## src/rtl/wm8731_i2c_config_seq.sv

```systemverilog
// ---------------------------------------------------------------------------
// wm8731_i2c_config_seq
//
// Configures the WM8731 codec over I2C after reset. It walks a fixed table of
// ten register words and sends each one as a 3-byte write:
//   {dev_addr, W}, {reg[6:0], data[8]}, data[7:0]
// A bit-banged single-master engine drives the bus. A NACK stops the word,
// and the word is resent up to max_retries times. If the retries run out,
// error is set (sticky) and the sequence moves on to the next word.
//
// Every SCL/SDA change lands on a quarter-SCL-period tick boundary.
//
// Ports
//   clk_i       system clock, all logic on the rising edge
//   rst_ni      synchronous active-low reset
//   start_i     one-cycle pulse, re-runs the table from IDLE or DONE
//   scl_o       I2C clock, push-pull (no clock stretching)
//   sda_oe_o    1 = pull SDA low, 0 = release (open drain built at board top)
//   sda_in_i    sampled SDA pin level
//   busy_o      sequence in progress
//   ready_o     table completed, held until the next run or reset
//   error_o     sticky, a word exhausted its retries in this run
//   word_idx_o  index of the word currently being sent (0..9)
// ---------------------------------------------------------------------------
module wm8731_i2c_config_seq #(
    parameter int         clk_mhz     = 50,
    parameter int         i2c_khz     = 100,
    parameter logic [6:0] dev_addr    = 7'h1A,
    parameter int         max_retries = 3,
    parameter int         q_cycles    = clk_mhz * 1000 / (4 * i2c_khz)
) (
    input  logic       clk_i,
    input  logic       rst_ni,
    input  logic       start_i,
    output logic       scl_o,
    output logic       sda_oe_o,
    input  logic       sda_in_i,
    output logic       busy_o,
    output logic       ready_o,
    output logic       error_o,
    output logic [3:0] word_idx_o
);

    localparam int QW        = (q_cycles > 1) ? $clog2(q_cycles) : 1;
    localparam int RW        = (max_retries > 0) ? $clog2(max_retries + 1) : 1;
    localparam int NUM_WORDS = 10;

    typedef enum logic [2:0] {
        S_IDLE,
        S_START,
        S_BIT,
        S_ACK,
        S_STOP,
        S_GAP,
        S_DONE
    } state_e;

    state_e        state_q, state_d;
    logic [1:0]    phase_q, phase_d;
    logic [2:0]    bitCnt_q, bitCnt_d;
    logic [1:0]    byteIdx_q, byteIdx_d;
    logic [3:0]    wordIdx_q, wordIdx_d;
    logic [RW-1:0] retry_q, retry_d;
    logic          failed_q, failed_d;
    logic          nack_q, nack_d;
    logic          ready_q, ready_d;
    logic          error_q, error_d;
    logic          scl_q, scl_d;
    logic          sdaOe_q, sdaOe_d;
    logic [QW-1:0] qCnt_q, qCnt_d;
    logic          autoStart_q;

    logic          busy;
    logic          tick;
    logic          newWord;
    logic [15:0]   curWord;
    logic [7:0]    curByte;

    // Each table entry is {reg[6:0], data[8:0]}, so byte 1 is [15:8] and
    // byte 2 is [7:0]. R8 (sampling control) is left out. Its wanted value
    // 0x000 equals the value the R15 reset leaves behind.
    function automatic logic [15:0] tableWord(input logic [3:0] idx);
        case (idx)
            4'd0:    tableWord = 16'h1E00;  // R15 codec reset
            4'd1:    tableWord = 16'h0017;  // R0 left line in
            4'd2:    tableWord = 16'h0217;  // R1 right line in
            4'd3:    tableWord = 16'h0479;  // R2 left headphone
            4'd4:    tableWord = 16'h0679;  // R3 right headphone
            4'd5:    tableWord = 16'h0812;  // R4 analogue path
            4'd6:    tableWord = 16'h0A00;  // R5 digital path
            4'd7:    tableWord = 16'h0C00;  // R6 power down
            4'd8:    tableWord = 16'h0E02;  // R7 I2S, 16-bit, slave
            4'd9:    tableWord = 16'h1201;  // R9 active
            default: tableWord = 16'h0000;
        endcase
    endfunction

    assign busy = (state_q != S_IDLE) && (state_q != S_DONE);
    assign tick = busy && (qCnt_q == QW'(q_cycles - 1));

    // Next-state logic. The quarter counter restarts on every tick and is
    // held at zero while idle, so the first tick of a run is a full q_cycles.
    always_comb begin
        state_d   = state_q;
        phase_d   = phase_q;
        bitCnt_d  = bitCnt_q;
        byteIdx_d = byteIdx_q;
        wordIdx_d = wordIdx_q;
        retry_d   = retry_q;
        failed_d  = failed_q;
        nack_d    = nack_q;
        ready_d   = ready_q;
        error_d   = error_q;
        newWord   = 1'b0;
        qCnt_d    = (tick || !busy) ? '0 : qCnt_q + 1'b1;

        case (state_q)
            S_IDLE, S_DONE: begin
                if (start_i || autoStart_q) begin
                    newWord   = 1'b1;
                    wordIdx_d = 4'd0;
                    retry_d   = '0;
                    ready_d   = 1'b0;
                    error_d   = 1'b0;
                end
            end
            S_START: begin
                if (tick) begin
                    if (phase_q == 2'd1) begin
                        state_d = S_BIT;
                        phase_d = 2'd0;
                    end else begin
                        phase_d = phase_q + 2'd1;
                    end
                end
            end
            S_BIT: begin
                if (tick) begin
                    if (phase_q == 2'd3) begin
                        phase_d = 2'd0;
                        if (bitCnt_q == 3'd0) begin
                            state_d = S_ACK;
                        end else begin
                            bitCnt_d = bitCnt_q - 3'd1;
                        end
                    end else begin
                        phase_d = phase_q + 2'd1;
                    end
                end
            end
            S_ACK: begin
                // SDA is captured in the last cycle of t2, with SCL high.
                if (tick) begin
                    phase_d = phase_q + 2'd1;
                    if (phase_q == 2'd2) begin
                        nack_d = sda_in_i;
                    end
                    if (phase_q == 2'd3) begin
                        if (nack_q) begin
                            state_d  = S_STOP;
                            failed_d = 1'b1;
                        end else if (byteIdx_q == 2'd2) begin
                            state_d = S_STOP;
                        end else begin
                            state_d   = S_BIT;
                            byteIdx_d = byteIdx_q + 2'd1;
                            bitCnt_d  = 3'd7;
                        end
                    end
                end
            end
            S_STOP: begin
                if (tick) begin
                    if (phase_q == 2'd2) begin
                        state_d = S_GAP;
                        phase_d = 2'd0;
                    end else begin
                        phase_d = phase_q + 2'd1;
                    end
                end
            end
            S_GAP: begin
                if (tick) begin
                    phase_d = phase_q + 2'd1;
                    if (phase_q == 2'd3) begin
                        if (failed_q && (retry_q < RW'(max_retries))) begin
                            retry_d = retry_q + 1'b1;
                            newWord = 1'b1;
                        end else begin
                            retry_d = '0;
                            if (failed_q) begin
                                error_d = 1'b1;
                            end
                            if (wordIdx_q == 4'(NUM_WORDS - 1)) begin
                                state_d = S_DONE;
                                ready_d = 1'b1;
                            end else begin
                                wordIdx_d = wordIdx_q + 4'd1;
                                newWord   = 1'b1;
                            end
                        end
                    end
                end
            end
            default: begin
                state_d = S_IDLE;
            end
        endcase

        if (newWord) begin
            state_d   = S_START;
            phase_d   = 2'd0;
            byteIdx_d = 2'd0;
            bitCnt_d  = 3'd7;
            failed_d  = 1'b0;
            nack_d    = 1'b0;
        end
    end

    // Bus levels are computed from the next state, so the registered pins
    // change on the same edge as the state and stay put for the whole tick.
    // Where a phase does not set a level, the previous level is kept.
    always_comb begin
        curWord = tableWord(wordIdx_d);
        case (byteIdx_d)
            2'd0:    curByte = {dev_addr, 1'b0};
            2'd1:    curByte = curWord[15:8];
            default: curByte = curWord[7:0];
        endcase

        scl_d   = scl_q;
        sdaOe_d = sdaOe_q;
        case (state_d)
            S_START: begin
                scl_d   = 1'b1;
                sdaOe_d = (phase_d == 2'd1);
            end
            S_BIT: begin
                case (phase_d)
                    2'd0:    scl_d   = 1'b0;
                    2'd1:    sdaOe_d = ~curByte[bitCnt_d];
                    default: scl_d   = 1'b1;
                endcase
            end
            S_ACK: begin
                case (phase_d)
                    2'd0:    scl_d   = 1'b0;
                    2'd1:    sdaOe_d = 1'b0;
                    default: scl_d   = 1'b1;
                endcase
            end
            S_STOP: begin
                case (phase_d)
                    2'd0: begin
                        scl_d   = 1'b0;
                        sdaOe_d = 1'b1;
                    end
                    2'd1:    scl_d   = 1'b1;
                    default: sdaOe_d = 1'b0;
                endcase
            end
            default: begin
                scl_d   = 1'b1;
                sdaOe_d = 1'b0;
            end
        endcase
    end

    // autoStart_q is set only by reset, so the table runs once on its own
    // in the first cycle after reset is released.
    always_ff @(posedge clk_i) begin
        if (!rst_ni) begin
            state_q     <= S_IDLE;
            phase_q     <= 2'd0;
            bitCnt_q    <= 3'd7;
            byteIdx_q   <= 2'd0;
            wordIdx_q   <= 4'd0;
            retry_q     <= '0;
            failed_q    <= 1'b0;
            nack_q      <= 1'b0;
            ready_q     <= 1'b0;
            error_q     <= 1'b0;
            scl_q       <= 1'b1;
            sdaOe_q     <= 1'b0;
            qCnt_q      <= '0;
            autoStart_q <= 1'b1;
        end else begin
            state_q     <= state_d;
            phase_q     <= phase_d;
            bitCnt_q    <= bitCnt_d;
            byteIdx_q   <= byteIdx_d;
            wordIdx_q   <= wordIdx_d;
            retry_q     <= retry_d;
            failed_q    <= failed_d;
            nack_q      <= nack_d;
            ready_q     <= ready_d;
            error_q     <= error_d;
            scl_q       <= scl_d;
            sdaOe_q     <= sdaOe_d;
            qCnt_q      <= qCnt_d;
            autoStart_q <= 1'b0;
        end
    end

    assign scl_o      = scl_q;
    assign sda_oe_o   = sdaOe_q;
    assign busy_o     = busy;
    assign ready_o    = ready_q;
    assign error_o    = error_q;
    assign word_idx_o = wordIdx_q;

endmodule
```

## config.mk

```make
export PLATFORM = sky130hd
export DESIGN_NAME = wm8731_i2c_config_seq
export DESIGN_NICKNAME = d
export VERILOG_FILES = /design/src/rtl/wm8731_i2c_config_seq.sv
export SDC_FILE = /design/constraint.sdc
export NUM_CORES = 1
export LEC_CHECK = 0
export BUFFER_PORTS_ARGS = -buffer_cell sky130_fd_sc_hd__buf_2
export CORE_MARGIN = 2
export CORE_UTILIZATION = 50
export DETAILED_ROUTE_END_ITERATION = 12
export GPL_TIMING_DRIVEN = 1
export HOLD_SLACK_MARGIN = 0.03
export PLACE_DENSITY = 0.67
export SKIP_CTS_REPAIR_TIMING = 1
export SLEW_MARGIN = 30
export SYNTH_ARGS = -nofsm -noshare
export SYNTH_HDL_FRONTEND = slang
export SYNTH_SLANG_ARGS = --single-unit
```

## constraint.sdc

```tcl
create_clock -name clk_i -period 4.24 [get_ports clk_i]
set_clock_uncertainty 0.2 [all_clocks]
set_input_delay 0.636 -clock clk_i [delete_from_list [all_inputs] [get_ports clk_i]]
set_output_delay 0.636 -clock clk_i [all_outputs]
set_load 0.05 [all_outputs]
```

==> results of run 1 <==
==> metal layers <==
layer / GRT usage (%) / up-vias / share of wire [%]
met5: 0 / - / 0
met4: 5.76 / 0 / 1.2
met3: 4.70 / 5 / 5.4
met2: 33.4 / 73 / 43
met1: 32.5 / 1011 / 50
li1: - / 1100 / -
==> critical path, stage by stage, from the launching register on <==
cell      delay, ns
dfxtp_1        0.47
ha_1           0.25
nand3_1        0.20
nor3_2         0.39
nand4_1        0.16
mux2_2         0.35
ha_1           0.27
or4_1          0.54
a21oi_1        0.17
nor4_1         0.09
a311oi_2       0.27
o221ai_2       0.13
o21ai_1        0.12
==> sequential cells by signal, indices dropped and copies added, names as in the netlist <==
name,cells
autoStart_q,1
phase_q,2
retry_q,2
ready_o,1
failed_q,1
state_q,3
error_o,1
byteIdx_q,2
scl_o,1
bitCnt_q,3
nack_q,1
sda_oe_o,1
qCnt_q,7
word_idx_o,4
==> metrics by stage <==
step	hold WS [ns]	util [%]	std cells	setup slack, ns	cell area [µm²]
floorplan	0.226	-	300	0.911	2370
global placement	0.237	52.9	356	0.694	2450
detailed placement	0.246	52.9	356	0.609	2450
CTS	0.261	54.9	364	0.576	2540
global route	0.294	54.9	364	0.251	2540
finish	0.257	54.9	364	0.563	2540
==> cells in the mapped netlist, types with 2 or more instances <==
cell type | number | share of area [%]
nand3_1 | 18 | 3.8
nand2_1 | 17 | 2.7
nor4_1 | 2 | 0.53
o211a_1 | 2 | 0.85
inv_1 | 20 | 3.2
nor2_1 | 43 | 6.8
ha_1 | 20 | 11
and3_1 | 4 | 1.1
nand3b_1 | 3 | 0.95
xnor2_1 | 4 | 1.5
a21oi_1 | 14 | 3.0
xor2_1 | 3 | 1.1
nor2b_1 | 4 | 1.1
and2_1 | 2 | 0.53
a221oi_1 | 2 | 0.74
clkbuf_1 | 5 | 0.79
or2_2 | 3 | 0.79
or3_1 | 2 | 0.53
dfxtp_1 | 30 | 25
mux2i_1 | 10 | 4.2
nand4_1 | 2 | 0.53
nor3b_1 | 3 | 0.95
and3b_1 | 2 | 0.74
o31a_1 | 2 | 0.74
o21ai_0 | 10 | 2.1
nand2b_1 | 5 | 1.3
o211ai_1 | 2 | 0.63
mux2_2 | 3 | 1.4
nor3_1 | 6 | 1.3
o221ai_1 | 2 | 0.74
buf_2 | 5 | 1.1
a31oi_1 | 8 | 2.1
a21o_1 | 4 | 1.3
a211oi_1 | 4 | 1.3
o22ai_1 | 3 | 0.79
o21ai_1 | 3 | 0.63
==> power groups by stage <==
stage	clock (mW)	combinational, mW	sequential (mW)
final	0.238	0.0448	0.289
after global routing	0.252	0.0491	0.289
after CTS	0.242	0.0443	0.289
after detailed placement	0	0.0438	0.295
after global placement	0	0.0443	0.295
after floorplan	0	0.0339	0.292
==> worst min-delay path by stage <==
stage | endpoint | startpoint
5_1_grt | qCnt_q[0]$_SDFF_PP0_ | qCnt_q[0]$_SDFF_PP0_
3_3_place_gp | qCnt_q[0]$_SDFF_PP0_ | qCnt_q[0]$_SDFF_PP0_
4_1_cts | qCnt_q[0]$_SDFF_PP0_ | qCnt_q[0]$_SDFF_PP0_
2_1_floorplan | qCnt_q[0]$_SDFF_PP0_ | qCnt_q[0]$_SDFF_PP0_
6_report | qCnt_q[0]$_SDFF_PP0_ | qCnt_q[0]$_SDFF_PP0_
3_5_place_dp | qCnt_q[0]$_SDFF_PP0_ | qCnt_q[0]$_SDFF_PP0_
==> placed cells by master, fill, tap and decap left out, types with 4 or more instances in the layout <==
cell | synthesis | routed
xnor2_1 | 4 | 4
a21o_1 | 4 | 4
a31oi_1 | 8 | 8
mux2i_1 | 10 | 10
nor3_1 | 6 | 6
clkbuf_8 | 0 | 6
buf_2 | 5 | 12
nand3_1 | 18 | 18
dfxtp_1 | 30 | 30
inv_1 | 20 | 20
a211oi_1 | 4 | 4
nand2b_1 | 5 | 5
nand2_1 | 17 | 17
a21oi_1 | 14 | 14
nor2b_1 | 4 | 4
nor2_1 | 43 | 43
and3_1 | 4 | 4
o21ai_0 | 10 | 10
ha_1 | 20 | 20
==> kinds of logic (layout without fill, tap and decap cells) <==
| group | after synthesis | count (layout) | share of synthesized area [%] |
|---|---|---|---|
| AND/OR/NAND/NOR | 128 | 128 | 29.4 |
| XOR/XNOR | 7 | 7 | 2.59 |
| buffers and inverters | 32 | 42 | 5.81 |
| AO/OA/AOI/OAI | 70 | 70 | 20.6 |
| multiplexers | 13 | 13 | 5.65 |
| flip-flops | 30 | 30 | 25.4 |
| adder cells (fa/ha/maj) | 20 | 20 | 10.6 |
==> area by class of cell <==
class	instances	area [µm²]
multi-input combinational	238	1630
inverter	20	75.1
tap	54	67.6
clock inverter	1	5.00
clock buffer	7	86.3
sequential	30	601
fill	444	2090
timing repair buffer	14	75.1
==> flow_metrics.tcl, run 1 <==
set metrics [dict create \
    grt_pass1_vias 1968 \
    htree_levels 2 \
    cts_buffer_depth 2 \
    gp_routability_congestion 1.01 \
    ys_seq_elements 30 \
    p_int_mw 0.428 \
    synth_ff_type "dfxtp_1" \
    path_max_fanout 8 \
    drc 0 \
    ant_nets 0 \
    cp-end-kind "flop" \
    viasPerCell 6.01 \
    p_per_area_nw_per_um2 225 \
    ir_worst_vdd_mv 0.130 \
    worst_slew_pin_slew_ns 0.871 \
    required_ns 4.26 \
    worstPathArrival_ns 3.69 \
    drv_cap 0 \
    gr-total-overflow 0 \
    syn_inst 300 \
    grt_max_degree 20 \
    leakage_nw 1.05 \
    synth-edff-count 0 \
    start_util_pct 51.2 \
    r2r_cells 12 \
    antenna_found_initial 0 \
    fmax_mhz 272 \
    hold_depth 1 \
    synth_area_um2 2370 \
    critPathLaunchType "flop" \
    r2r_slack_ns 0.56 \
    rsz0062_at_grt "false" \
    switching_share_pct 25.1 \
    clkLatencyLatePin_ns 0.28 \
    antennaDiodeCount 0 \
    place.port_buffers 12 \
    routedWlPerCell_um 15.4 \
    dieArea_um2 5300 \
    drive_above_1_share_pct 11.6 \
    yosysUniqueCellTypes 64 \
    combPwrFrac_pct 7.8 \
    drv_slew 0 \
    cp-startpoint "phase_q[0]$_SDFF_PN0_" \
    p_clk_share_pct 41.7 \
    fin_crit_ns 3.68 \
    yosysWarningCount 0 \
    die_y_um 72.8 \
    clkTransAtPathRegs_ns 0.06 \
    dieWidth_um 72.8 \
    setup_viol 0 \
    finalPower_mw 0.572 \
    fin_setup_tns_ns 0 \
    hold_viol 0 \
    nNetsFinal 333 \
    syn2layout_area_growth_pct 7.24 \
    dp_hpwl_mm 4.23 \
    power_switching_mw 0.144 \
    first_iter_violations 412 \
    cts_buffers 5 \
    synth_nets 324 \
    regToRegEndpoint "sda_oe_o$_SDFFE_PN0P_" \
    path_class "reg2reg" \
    drtPass1Iterations 4 \
    r2r-start "phase_q[0]$_SDFF_PN0_" \
    coreArea_um2 4630 \
    grt_usage_pct 22.4 \
    cp-endpoint "sda_oe_o$_SDFFE_PN0P_" \
    min_path_type "reg2reg" \
    pwr-share-seq_pct 50.5 \
    rows 25 \
    async_flop_share_pct 0 \
    grt_pass1_wl_mm 9.33 \
    root_buffer "clkbuf_8" \
    ios 13 \
    clock-sinks 30 \
    num_vias 2189 \
    max_slew_margin_pct 41.7 \
    synth_area_per_cell_um2 7.90 \
    status "complete, no violations" \
    ys_seq_area_share_pct 25.4 \
    cts_tree "built" \
    routed_wl_mm 5.59 \
    period_share_pct 86.7 \
]
Note: power is estimated with default switching activity, not from simulation.
==> run 2: changes to the inputs <==
Settings changed: REMOVE_ABC_BUFFERS from default to 1.
==> run 2 against run 1 <==
Compared with the run above: sequential share of layout area down 0.16 points; die area unchanged; first-iteration DRC count down 61%; non-clock buffer count unchanged; critical endpoint unchanged; largest cell class unchanged; highest routed layer unchanged.
==> flow_metrics.tcl, run 2 (synthesized netlist as in run 1, its figures left out) <==
set metrics [dict create \
    cp_num_buf_inv 0 \
    worst_slew_pin_slew_ns 0.899 \
    ir_worst_vdd_mv 0.107 \
    slowest_delay_ns 0.54 \
    die_y_um 72.8 \
    setup_viol 0 \
    status "complete, no violations" \
    syn2layout_area_growth_pct 7.98 \
    grt_usage_pct 22.9 \
    clkTransAtPathRegs_ns 0.07 \
    viasPerCell 5.90 \
    crit_top_cell "ha_1" \
    finalPower_mw 0.620 \
    critPathSlowestCell "or4_1" \
    drv_slew 0 \
    required_ns 4.26 \
    drc 0 \
    grt_max_degree 20 \
    worstPathArrival_ns 3.71 \
    min_path_type "reg2reg" \
    fin_crit_ns 3.70 \
    path_delay_family "simple AND/OR/NAND/NOR gates" \
    cts_buffer_depth 2 \
    root_buffer "clkbuf_8" \
    fmax_mhz 271 \
    gp_routability_congestion 0.860 \
    coreArea_um2 4630 \
    critPathLaunchType "flop" \
    cp-end-kind "flop" \
    ios 13 \
    largest_reg_flops 7 \
    dieWidth_um 72.8 \
    antennaDiodeCount 0 \
    dieArea_um2 5300 \
    final_common_cell "nor2_1" \
    fin_setup_tns_ns 0 \
    drive_above_1_share_pct 11.9 \
    grt_pass1_vias 1992 \
    place.port_buffers 12 \
    routed_wl_mm 5.60 \
    critical_path_depth 12 \
    rows 25 \
    first_iter_violations 159 \
    htree_levels 2 \
    clock-sinks 30 \
    max_slew_margin_pct 39.8 \
    drv_cap 0 \
    crit_chain "ha_1 > nand3_1 > nor3_2 > nand4_1 > mux2_2 > ha_1 > or4_1 > a21oi_1 > nor4_1 > a311oi_2 > o221ai_2 > o21ai_1" \
    rsz0062_at_grt "false" \
    cts_buffers 5 \
    hold_depth 1 \
    gr-total-overflow 0 \
    r2r_cells 12 \
    start_util_pct 51.2 \
    nNetsFinal 333 \
    grt_pass1_wl_mm 9.52 \
    num_vias 2148 \
    cts_tree "built" \
    dp_hpwl_mm 4.21 \
    p_per_area_nw_per_um2 242 \
    fillers 444 \
    drtPass1Iterations 4 \
    antenna_found_initial 0 \
    routedWlPerCell_um 15.4 \
    layout_common_cells "nor2_1, dfxtp_1, inv_1, ha_1, nand3_1" \
    clkLatencyLatePin_ns 0.29 \
    period_share_pct 87.2 \
    path_max_fanout 8 \
    ant_nets 0 \
    hold_viol 0 \
    largest_register "qCnt_q" \
    path_class "reg2reg" \
    leakage_nw 1.06 \
]
==> run 2: changes by cell type in the layout (fill, tap and decap cells not counted) <==
cell / change
bufinv_16: +1
clkbuf_1: -1
clkbuf_8: -1
clkinv_2: +1
==> run 2: metrics by stage <==
stage                     hold slack, ns  instance area (µm²)  worst slack, ns  cells  util [%]
after floorplan                    0.226                 2310            0.849    288         -
after global placement             0.240                 2450            0.727    356      52.9
after detailed placement           0.253                 2450            0.592    356      52.9
after CTS                          0.270                 2560            0.558    364      55.2
after global routing               0.292                 2560            0.277    364      55.2
final                              0.263                 2560            0.544    364      55.2
==> run 2: final timing paths <==
| check | from | end | slack [ns] |
|---|---|---|---|
| worst max-delay path | phase_q[0]$_SDFF_PN0_ | sda_oe_o$_SDFFE_PN0P_ | 0.54 |
| worst min-delay path | qCnt_q[0]$_SDFF_PP0_ | qCnt_q[0]$_SDFF_PP0_ | 0.26 |
| worst max register to register | phase_q[0]$_SDFF_PN0_ | sda_oe_o$_SDFFE_PN0P_ | 0.54 |
| worst min register to register | qCnt_q[0]$_SDFF_PP0_ | qCnt_q[0]$_SDFF_PP0_ | 0.26 |
==> run 2: power breakdown <==
group / switching (mW) / internal [mW] / leakage [nW]
sequential: 0.00486 / 0.284 / 0.243
clock: 0.114 / 0.173 / 0.0579
combinational: 0.0310 / 0.0132 / 0.759
total: 0.150 / 0.470 / 1.06
==> run 2: layer usage <==
metal	global-route usage, %	vias up	part of all wire, %
li1	-	1104	-
met1	32.5	984	50
met2	34.4	52	43
met3	5.80	8	4.9
met4	6.17	0	1.2
met5	0	-	0
==> run 2: area by class of cell <==
class	instances	area, µm²	share of cell area (%)
clock buffer	5	68.8	2.69
sequential	30	601	23.5
inverter	20	75.1	2.94
tap	54	67.6	2.64
multi-input combinational	238	1630	63.7
clock inverter	3	40.0	1.57
timing repair buffer	14	75.1	2.94
